**src/rtl/gen_source.sv**
```systemverilog
// rtl/gen_source.sv - valid/ready burst source with inter-beat idle gap.
// Define GEN_SOURCE_LFSR_EN to emit a 16-bit LFSR sequence instead of a counter.
module gen_source #(
  parameter int          DW    = 16,
  parameter int          DELAY = 1,
  parameter int unsigned START = 0
) (
  input  logic          clk,
  input  logic          rst,
  input  logic          start,
  input  logic [15:0]   num_beats,
  output logic          down_valid,
  output logic [DW-1:0] down_data,
  input  logic          down_ready,
  output logic          busy,
  output logic          done
);

  localparam int GW = (DELAY > 0) ? $clog2(DELAY + 1) : 1;

`ifdef GEN_SOURCE_LFSR_EN
  localparam int            RW   = 16;
  localparam logic [RW-1:0] SEED = 16'hACE1;

  // Fibonacci form of x^16+x^14+x^13+x^11+1, shifting toward bit 0.
  function automatic logic [RW-1:0] advance(input logic [RW-1:0] v);
    return {v[0] ^ v[2] ^ v[3] ^ v[5], v[15:1]};
  endfunction
`else
  localparam int            RW   = DW;
  localparam logic [RW-1:0] SEED = RW'(START);

  function automatic logic [RW-1:0] advance(input logic [RW-1:0] v);
    return v + RW'(1);
  endfunction
`endif

  typedef enum logic [1:0] {IDLE, GAP, SEND} state_t;

  state_t        state_q, state_d;
  logic [15:0]   remaining_q, remaining_d;
  logic [GW-1:0] gap_q, gap_d;
  logic [RW-1:0] data_q, data_d;
  logic          done_q, done_d;

  always_ff @(posedge clk or negedge rst) begin
    if (!rst) begin
      state_q     <= IDLE;
      remaining_q <= '0;
      gap_q       <= '0;
      data_q      <= '0;
      done_q      <= 1'b0;
    end else begin
      state_q     <= state_d;
      remaining_q <= remaining_d;
      gap_q       <= gap_d;
      data_q      <= data_d;
      done_q      <= done_d;
    end
  end

  always_comb begin
    state_d     = state_q;
    remaining_d = remaining_q;
    gap_d       = gap_q;
    data_d      = data_q;
    done_d      = 1'b0;
    unique case (state_q)
      IDLE: begin
        if (start) begin
          remaining_d = num_beats;
          data_d      = SEED;
          if (num_beats == 16'd0) begin
            done_d = 1'b1;
          end else if (DELAY == 0) begin
            state_d = SEND;
          end else begin
            state_d = GAP;
            gap_d   = GW'(DELAY);
          end
        end
      end
      GAP: begin
        gap_d = gap_q - GW'(1);
        if (gap_q == GW'(1)) begin
          state_d = SEND;
        end
      end
      SEND: begin
        if (down_ready) begin
          remaining_d = remaining_q - 16'd1;
          data_d      = advance(data_q);
          if (remaining_q == 16'd1) begin
            state_d = IDLE;
            done_d  = 1'b1;
          end else if (DELAY != 0) begin
            state_d = GAP;
            gap_d   = GW'(DELAY);
          end
        end
      end
      default: state_d = IDLE;
    endcase
  end

  // Valid and data come straight from flops, so ready never reaches them combinationally.
  assign down_valid = (state_q == SEND);
  assign down_data  = DW'(data_q);
  assign busy       = (state_q != IDLE);
  assign done       = done_q;

endmodule

```
**config.mk**
```make
export PLATFORM = sky130hd
export DESIGN_NAME = gen_source
export DESIGN_NICKNAME = d
export VERILOG_FILES = /design/src/rtl/gen_source.sv
export SDC_FILE = /design/constraint.sdc
export NUM_CORES = 1
export LEC_CHECK = 0
export CAP_MARGIN = 10
export CORE_MARGIN = 2
export CORE_UTILIZATION = 35
export DETAILED_ROUTE_END_ITERATION = 8
export SLEW_MARGIN = 30
export SYNTH_ARGS = -nofsm -noshare
export SYNTH_HDL_FRONTEND = slang
export SYNTH_SLANG_ARGS = --single-unit
```
**constraint.sdc**
```tcl
create_clock -name clk -period 5.1 [get_ports clk]
set_input_delay 0.765 -clock clk [delete_from_list [all_inputs] [get_ports clk]]
set_output_delay 0.765 -clock clk [all_outputs]
set_load 0.02 [all_outputs]
```
==> flow_summary.ini, run 1 <==
[run_status]
status = finished, final reports clean

[power_and_ir_drop]
power.switching_w = 0.0005011
switching_share_pct = 41.49
p_clk_share_pct = 21.5
power_w = 0.001208
intPower_w = 0.0007067
p_leak_nw = 1.031
power.density_mw_per_mm2 = 439.4
max-vdd-ir-drop_uv = 234.6
combPwrFrac_pct = 36.5
seqPwrFrac_pct = 42.0

[timing]
finClkSkew_ps = 6.877
setup_viol = 0
finalSetupTns_ps = 0
fin_crit_ps = 3513
relSlewSlack_pct = 53.56
setup_slack_ps = 1587
hold_viol = 0
fin_crit_sh_pct = 68.88
rsz0062_at_grt = no
fmax_mhz = 284.6
drv_slew = 0
worst_pin_slew_ps = 690.2

[cts]
post-cts-setup-buffers = 0
clock_latency_ps = 290
cts_resized = 0
clk_pin_slew_ps = 80
holdBufCountCts = 0
cts_sinks = 36
htreeDepth = 2
cts_buffers = 5
cts_tree = yes
cts_buffer_depth = 2
root_buffer = clkbuf_8

[placement]
place_ws_ps = 1878
routabilityCongestion = 0.8821
dp_cells = 350
hpwl_um = 4065
portBuffers = 38

[routing]
drc_errors = 0
drtPass1Iterations = 4
wl_per_cell_um = 16.00
routed_wl_um = 5727
vias = 2116
via_per_inst = 5.911
drt_iter0_markers = 113
final_antenna_net_count = 0

[critical_path]
slowest_stage = dfrtp_1
cp-end-kind = output pin
cp_data_required_time_ps = 4340
arrival_ps = 2750
r2r-start = state_q[1]
startpoint = state_q[1]
worst-r2r-setup-slack_ps = 2580
crit_type = reg -> out
worstPathMaxFanout = 23
startpoint_type = flip-flop
crit_chain = nand2b_1, inv_1, clkdlybuf4s50_1
reg2regPathDepth = 5
critical-path-max-stage-delay_ps = 800

[global_route]
grt_pass1_wl_um = 9632
grt_pass1_vias = 1954
grt_use_total_pct = 16.83
overflow = 0
antenna_found_initial = 0
grt_max_degree = 37

[floorplan]
die_area_mm2 = 0.006980
die_x_um = 83.55
rows = 28
coreArea_mm2 = 0.006026
die_y_um = 83.55
ios = 39
start_util_pct = 36.75

[synthesis]
synthDistinctLibCells = 49
netlist_area_mm2 = 0.002215
syn_avg_cell_area_um2 = 8.894
synth-seq-area-share_pct = 40.68
synth-edff-count = 0
synth_ff_type = dfrtp_1
ys_ff_latch = 36
synth_warnings = 0
synth_cells = 249
synth_fp_nets = 272
ys_async_sr_fraction_pct = 100.0

[final_layout]
nets = 305
insertedDiodeCount = 0
n_fill_cell = 600
utilization_pct = 45.62
fin_cells = 358
layout.cells.most_common = clkdlybuf4s50_1
final_cell_mix = clkdlybuf4s50_1, dfrtp_1, nor2_1, a21oi_1, nand2_1
drive_above_1_share_pct = 9.894
area_growth_pct = 24.12

[hold_path]
hp-class = in -> async

[run]
max_cap_viol_count = 0
## cell type report
cell class / count / area, um2 / share of cell area [%]
timing repair buffer: 38 / 377.9 / 13.75
sequential: 36 / 900.9 / 32.77
inverter: 9 / 33.78 / 1.229
clock buffer: 5 / 68.82 / 2.503
tap: 75 / 93.84 / 3.414
clock inverter: 3 / 42.54 / 1.548
multi-input combinational: 192 / 1231 / 44.79
## sequential cells by signal, summed over array words and instances, names as in the netlist
signal / count
state_q: 2
down_data: 16
remaining_q: 16
done: 1
gap_q: 1
## per-layer routing
metal  vias up  part of all wire (%)  wire length (um)  GRT usage (%)
li1       1021                     -                 -              -
met1      1024                    48              2733          22.98
met2        57                    46              2643          26.54
met3        14                   4.2               243          3.462
met4         0                   1.9               106          5.865
met5         -                     0                 0              0
## worst paths after layout
kind,end
min in group clk,remaining_q[10]
max in group asynchronous,remaining_q[9]
min,down_data[13]
max reg2reg,gap_q
max,down_valid
min reg2reg,remaining_q[10]
## per-stage QoR
| stage | area (um2) | hold slack [ps] |
|---|---|---|
| 2_1_floorplan | 2215 | 469.4 |
| 3_3_place_gp | 2630 | 535.3 |
| 5_1_grt | 2749 | 465.0 |
| 3_5_place_dp | 2633 | 534.3 |
| 6_report | 2749 | 416.8 |
| 4_1_cts | 2744 | 553.1 |
## synth_stat cells, drive strengths merged (2+ instances only)
master | count | area share (%)
nand4b | 2 | 0.79
or3b | 2 | 0.79
a31o | 3 | 1.2
o31ai | 9 | 3.1
a211oi | 5 | 1.7
nor2 | 28 | 4.7
a22o | 3 | 1.2
ha | 3 | 1.7
xnor2 | 3 | 1.2
a31oi | 3 | 0.85
o22a | 4 | 1.6
o21ai | 6 | 1.4
nand3 | 6 | 1.9
or3 | 3 | 0.85
a311oi | 2 | 0.79
o22ai | 6 | 1.7
nor3 | 7 | 1.6
nand4 | 9 | 2.8
clkbuf | 10 | 1.7
a2bb2oi | 5 | 2.0
nor4 | 12 | 3.7
and2 | 2 | 0.56
mux2 | 2 | 1.2
inv | 9 | 1.5
nand2 | 19 | 3.2
or4 | 10 | 3.9
and3 | 3 | 0.85
buf | 2 | 0.73
dfrtp | 36 | 41
a21oi | 23 | 5.7
## logic make-up after synthesis
family	after synthesis	share of synthesized area [%]
AO/OA/AOI/OAI	74	23.05
XOR/XNOR	4	1.582
adder cells (fa/ha/maj)	3	1.695
buffers and inverters	21	3.955
flip-flops	36	40.68
multiplexers	3	1.638
AND/OR/NAND/NOR	108	27.40
## critical path, delay by kind of cell (launching register included)
kind	cells	cell delay, ps
simple gates	1	380
buf+inv	2	1270
flops	1	800
## power by group through the flow
stage	logic, W	registers [W]	clock network [W]
after global placement	0.000436	0.000509	0
final	0.000441	0.000507	0.000259
after CTS	0.000444	0.000506	0.000265
after floorplan	0.000346	0.000461	0
after global routing	0.000493	0.000529	0.000278
after detailed placement	0.000444	0.000510	0
No activity file was read; power rests on OpenSTA's default activity.
==> run 2, diff against run 1 <==
Clock period 5.1 ns to 3.4 ns, I/O delays scaled along.
==> run 2 against run 1 <==
Compared with the run above: clock-buffer cell count increased by 1; global-route usage is 0.076 points lower; clock skew is 0.69 ps lower; setup slack got worse by 830 ps; via count fell by 0.85%; wire length up 1.6%; final cell count grew 1.1%; critical endpoint unchanged; largest cell class unchanged; highest routed layer unchanged.
==> flow_summary.ini, run 2 (synthesized netlist as in run 1, its figures left out) <==
[cts]
clk_pin_slew_ps = 80
root_buffer = clkbuf_8
cts_buffer_depth = 2
cts_sinks = 36
cts_buffers = 5
holdBufCountCts = 0
htreeDepth = 2
post-cts-setup-buffers = 0
clock_latency_ps = 300
cts_tree = yes
cts_resized = 0

[floorplan]
die_y_um = 83.55
die_x_um = 83.55
coreArea_mm2 = 0.006026
start_util_pct = 36.75
ios = 39
rows = 28
die_area_mm2 = 0.006980

[timing]
hold_viol = 0
worst_pin_slew_ps = 830.9
rsz0062_at_grt = no
finClkSkew_ps = 6.185
fmax_mhz = 378.2
fin_crit_ps = 2644
finalSetupTns_ps = 0
fin_crit_sh_pct = 77.77
relSlewSlack_pct = 44.61
setup_viol = 0
drv_slew = 0

[power_and_ir_drop]
power_w = 0.001839
power.density_mw_per_mm2 = 664.3
p_leak_nw = 1.051
max-vdd-ir-drop_uv = 424.6

[critical_path]
crit_type = reg -> out
startpoint_type = flip-flop
worst-r2r-setup-slack_ps = 1180
reg2reg_to = down_data[6]
reg2regPathDepth = 4
cp_data_required_time_ps = 2890
worstPathMaxFanout = 23
arrival_ps = 2130
r2r-start = state_q[1]
cp-end-kind = output pin

[final_layout]
multi_input_area_mm2 = 0.001226
insertedDiodeCount = 0
area_growth_pct = 24.97
final_cell_mix = clkdlybuf4s50_1, dfrtp_1, nor2_1, a21oi_1, nand2_1
drive_above_1_share_pct = 10.10
regArea_um2 = 900.9
n_fill_cell = 621
layout.cells.most_common = clkdlybuf4s50_1
utilization_pct = 45.93
nets = 309
fin_cells = 362

[routing]
drtPass1Iterations = 4
wl_per_cell_um = 16.07
routed_wl_um = 5819
via_per_inst = 5.796
vias = 2098
drc_errors = 0
final_antenna_net_count = 0
drt_iter0_markers = 85

[global_route]
grt_use_total_pct = 16.76
overflow = 0
grt_pass1_vias = 1979
antenna_found_initial = 0
grt_pass1_wl_um = 9611
grt_max_degree = 37

[placement]
routabilityCongestion = 0.8489
dp_cells = 354
portBuffers = 38
hpwl_um = 4172

[run]
max_cap_viol_count = 0

[run_status]
status = finished, final reports clean

[hold_path]
hp-class = in -> async
-- run 2: cell types whose count changed in the layout (fill, tap and decap cells not counted), sizes merged --
cell / before / now
clkbuf: 5 / 6
buf: 1 / 5
clkinvlp: 1 / 0
-- run 2: power breakdown --
part | internal, W | total (W) | switching [W]
combinational | 0.000312 | 0.000692 | 0.000380
sequential | 0.000550 | 0.000761 | 0.000211
clock | 0.000218 | 0.000385 | 0.000167
-- run 2: worst max path at each step --
stage                    from              end  slack, ps
6_report           state_q[1]       down_valid        760
5_1_grt            state_q[1]       down_valid        630
4_1_cts            state_q[1]       down_valid        760
3_5_place_dp       down_ready     down_data[6]        970
3_3_place_gp       down_ready     down_data[6]       1030
2_1_floorplan  remaining_q[0]  remaining_q[14]       1660
-- run 2: layer usage --
metal / track usage [%] / wire, um / part of all wire, %
met1: 21.76 / 2723 / 47
met3: 3.462 / 227 / 3.9
met2: 28.30 / 2815 / 48
met5: 0 / 0 / 0
met4: 4.692 / 53 / 0.91
-- run 2: stage by stage --
step	hold slack [ps]	cell area, um2	setup WS [ps]
2_1_floorplan	214.4	2215	1661
3_3_place_gp	535.3	2660	1029
3_5_place_dp	543.3	2660	974.2
4_1_cts	339.1	2768	762.0
5_1_grt	375.8	2768	627.4
6_report	304.5	2768	755.9
-- run 2: worst max-delay path, cell delays in order, from the launching register on --
cell and delay (ps):
dfrtp_1 840, nand2b_1 100, buf_4 200, inv_1 80, clkdlybuf4s50_1 600
-- run 2: layout make-up --
cell class              count  area share, %
well taps                  75          3.391
clock buffers               6          2.622
multi-input cells         192          44.30
flip-flops and latches     36          32.55
clock inverters             2          1.266
repair buffers             42          14.65
inverters                   9          1.221
==> run 3, diff against run 2 <==
Clock period 3.4 ns to 2.21 ns, I/O delays scaled along.
==> run 3 against run 2 <==
Compared with the run above: combinational power rose by 68%; non-clock buffer count rose by 6; wire length rose by 2.5%; largest cell class unchanged; clock-buffer cell count rose by 2; power rose by 52%; via count rose by 0.67%; highest routed layer unchanged; hold slack got worse by 160 ps; sequential share of layout area fell by 0.43 points; first-iteration DRC count rose by 110%; die area did not move.
==> flow_summary.ini, run 3 (synthesized netlist as in run 1, its figures left out) <==
[final_layout]
final_area_mm2 = 0.002809
utilization_pct = 46.62
nets = 315
final_cell_mix = clkdlybuf4s50_1, dfrtp_1, nor2_1, a21oi_1, nand2_1
area_growth_pct = 26.84
insertedDiodeCount = 0
drive_above_1_share_pct = 11.95
layout.cells.most_common = clkdlybuf4s50_1
regArea_um2 = 902.1
multi_input_area_mm2 = 0.001226
n_fill_cell = 619

[critical_path]
startpoint = state_q[1]
crit_type = reg -> out
cp.depth = 2
crit_chain = or2_2, clkdlybuf4s50_1
critPathTopFamily = buffers and inverters
cp-end-kind = output pin
startpoint_type = flip-flop
worstPathMaxFanout = 15
r2r-start = remaining_q[1]
cp_data_required_time_ps = 1880
critical-path-max-stage-delay_ps = 550
crit_buf_inv = 1
cp-endpoint = busy
reg2regPathDepth = 7
worst-r2r-setup-slack_ps = 330
arrival_ps = 1720
slowest_stage = clkdlybuf4s50_1
reg2reg_to = remaining_q[14]

[global_route]
grt_pass1_vias = 1981
antenna_found_initial = 0
grt_pass1_wl_um = 9901
grt_max_degree = 37
overflow = 0
grt_use_total_pct = 17.20

[timing]
worst_pin_slew_ps = 854.4
hold_viol = 0
fin_crit_ps = 2056
fin_hold_ws_ps = 148.6
setup_slack_ps = 153.8
drv_slew = 0
relSlewSlack_pct = 43.04
fin_crit_sh_pct = 93.04
finalSetupTns_ps = 0
rsz0062_at_grt = no
finClkSkew_ps = 5.760
setup_viol = 0
fmax_mhz = 486.3

[floorplan]
die_y_um = 83.55
die_area_mm2 = 0.006980
start_util_pct = 36.75
die_x_um = 83.55
ios = 39
rows = 28
coreArea_mm2 = 0.006026

[cts]
cts_buffers = 5
htreeDepth = 2
root_buffer = clkbuf_8
cts_tree = yes
cts_buffer_depth = 2
clk_pin_slew_ps = 70
cts_sinks = 36
holdBufCountCts = 0
post-cts-setup-buffers = 0
clock_latency_ps = 280

[routing]
via_per_inst = 5.739
drtPass1Iterations = 4
vias = 2112
wl_per_cell_um = 16.21
drc_errors = 0
routed_wl_um = 5966
final_antenna_net_count = 0
drt_iter0_markers = 176

[power_and_ir_drop]
combPwrFrac_pct = 41.7
intPower_w = 0.001635
p_clk_share_pct = 17.9
p_leak_nw = 1.074
power.switching_w = 0.001151
switching_share_pct = 41.32
seqPwrFrac_pct = 40.4
max-vdd-ir-drop_uv = 552.2
power.density_mw_per_mm2 = 991.9

[hold_path]
hp-class = in -> async

[placement]
place_ws_ps = 107.1
portBuffers = 38
routabilityCongestion = 0.8317
hpwl_um = 4241
place_area_mm2 = 0.002718

[run]
max_cap_viol_count = 0

[run_status]
status = finished, final reports clean
## run 3: changes by cell type in the layout (fill, tap and decap cells not counted), sizes merged
cell	before	now
buf	5	11
clkbuf	6	8
bufinv	1	0
clkinv	1	0
## run 3: how the worst min path moves through the flow
stage,start,endpoint,slack (ps),depth (start not counted)
3_3_place_gp,rst,down_data[0],500,1
4_1_cts,rst,remaining_q[0],190,1
6_report,rst,down_data[0],150,1
2_1_floorplan,rst,done,40,0
5_1_grt,rst,down_data[0],220,1
3_5_place_dp,rst,down_data[0],500,1
## run 3: per-stage QoR
step                power (W)  cells
floorplan            0.001862    249
global placement     0.002285    360
global route         0.003002    368
detailed placement   0.002302    360
CTS                  0.002806    368
finish               0.002786    368
## run 3: layout make-up
cell class | count | area share [%]
Inverter | 9 | 1.203
Sequential cell | 36 | 32.12
Timing Repair Buffer | 48 | 16.48
Multi-Input combinational cell | 192 | 43.65
Tap cell | 75 | 3.341
Clock buffer | 8 | 3.207
## run 3: per-layer routing
layer  vias up  track usage [%]  routed length, um
met1      1026            23.99               2884
li1       1039                -                  -
met4         0            4.252                 16
met5         -                0                  0
met2        45            27.64               2819
met3         2            3.165                245
## run 3: timing repair
| item | in CTS | in global routing |
|---|---|---|
| gates resized for setup | 0 | 1 |
| endpoints found under the hold margin | 0 | 0 |
| endpoints found under the setup margin | 0 | 2 |
## run 3: power groups by stage
stage / clock [W] / combinational (W) / sequential [W]
2_1_floorplan: 0 / 0.000798 / 0.00106
3_3_place_gp: 0 / 0.00116 / 0.00113
3_5_place_dp: 0 / 0.00117 / 0.00114
4_1_cts: 0.000514 / 0.00117 / 0.00112
5_1_grt: 0.000542 / 0.00129 / 0.00117
6_report: 0.000498 / 0.00116 / 0.00113
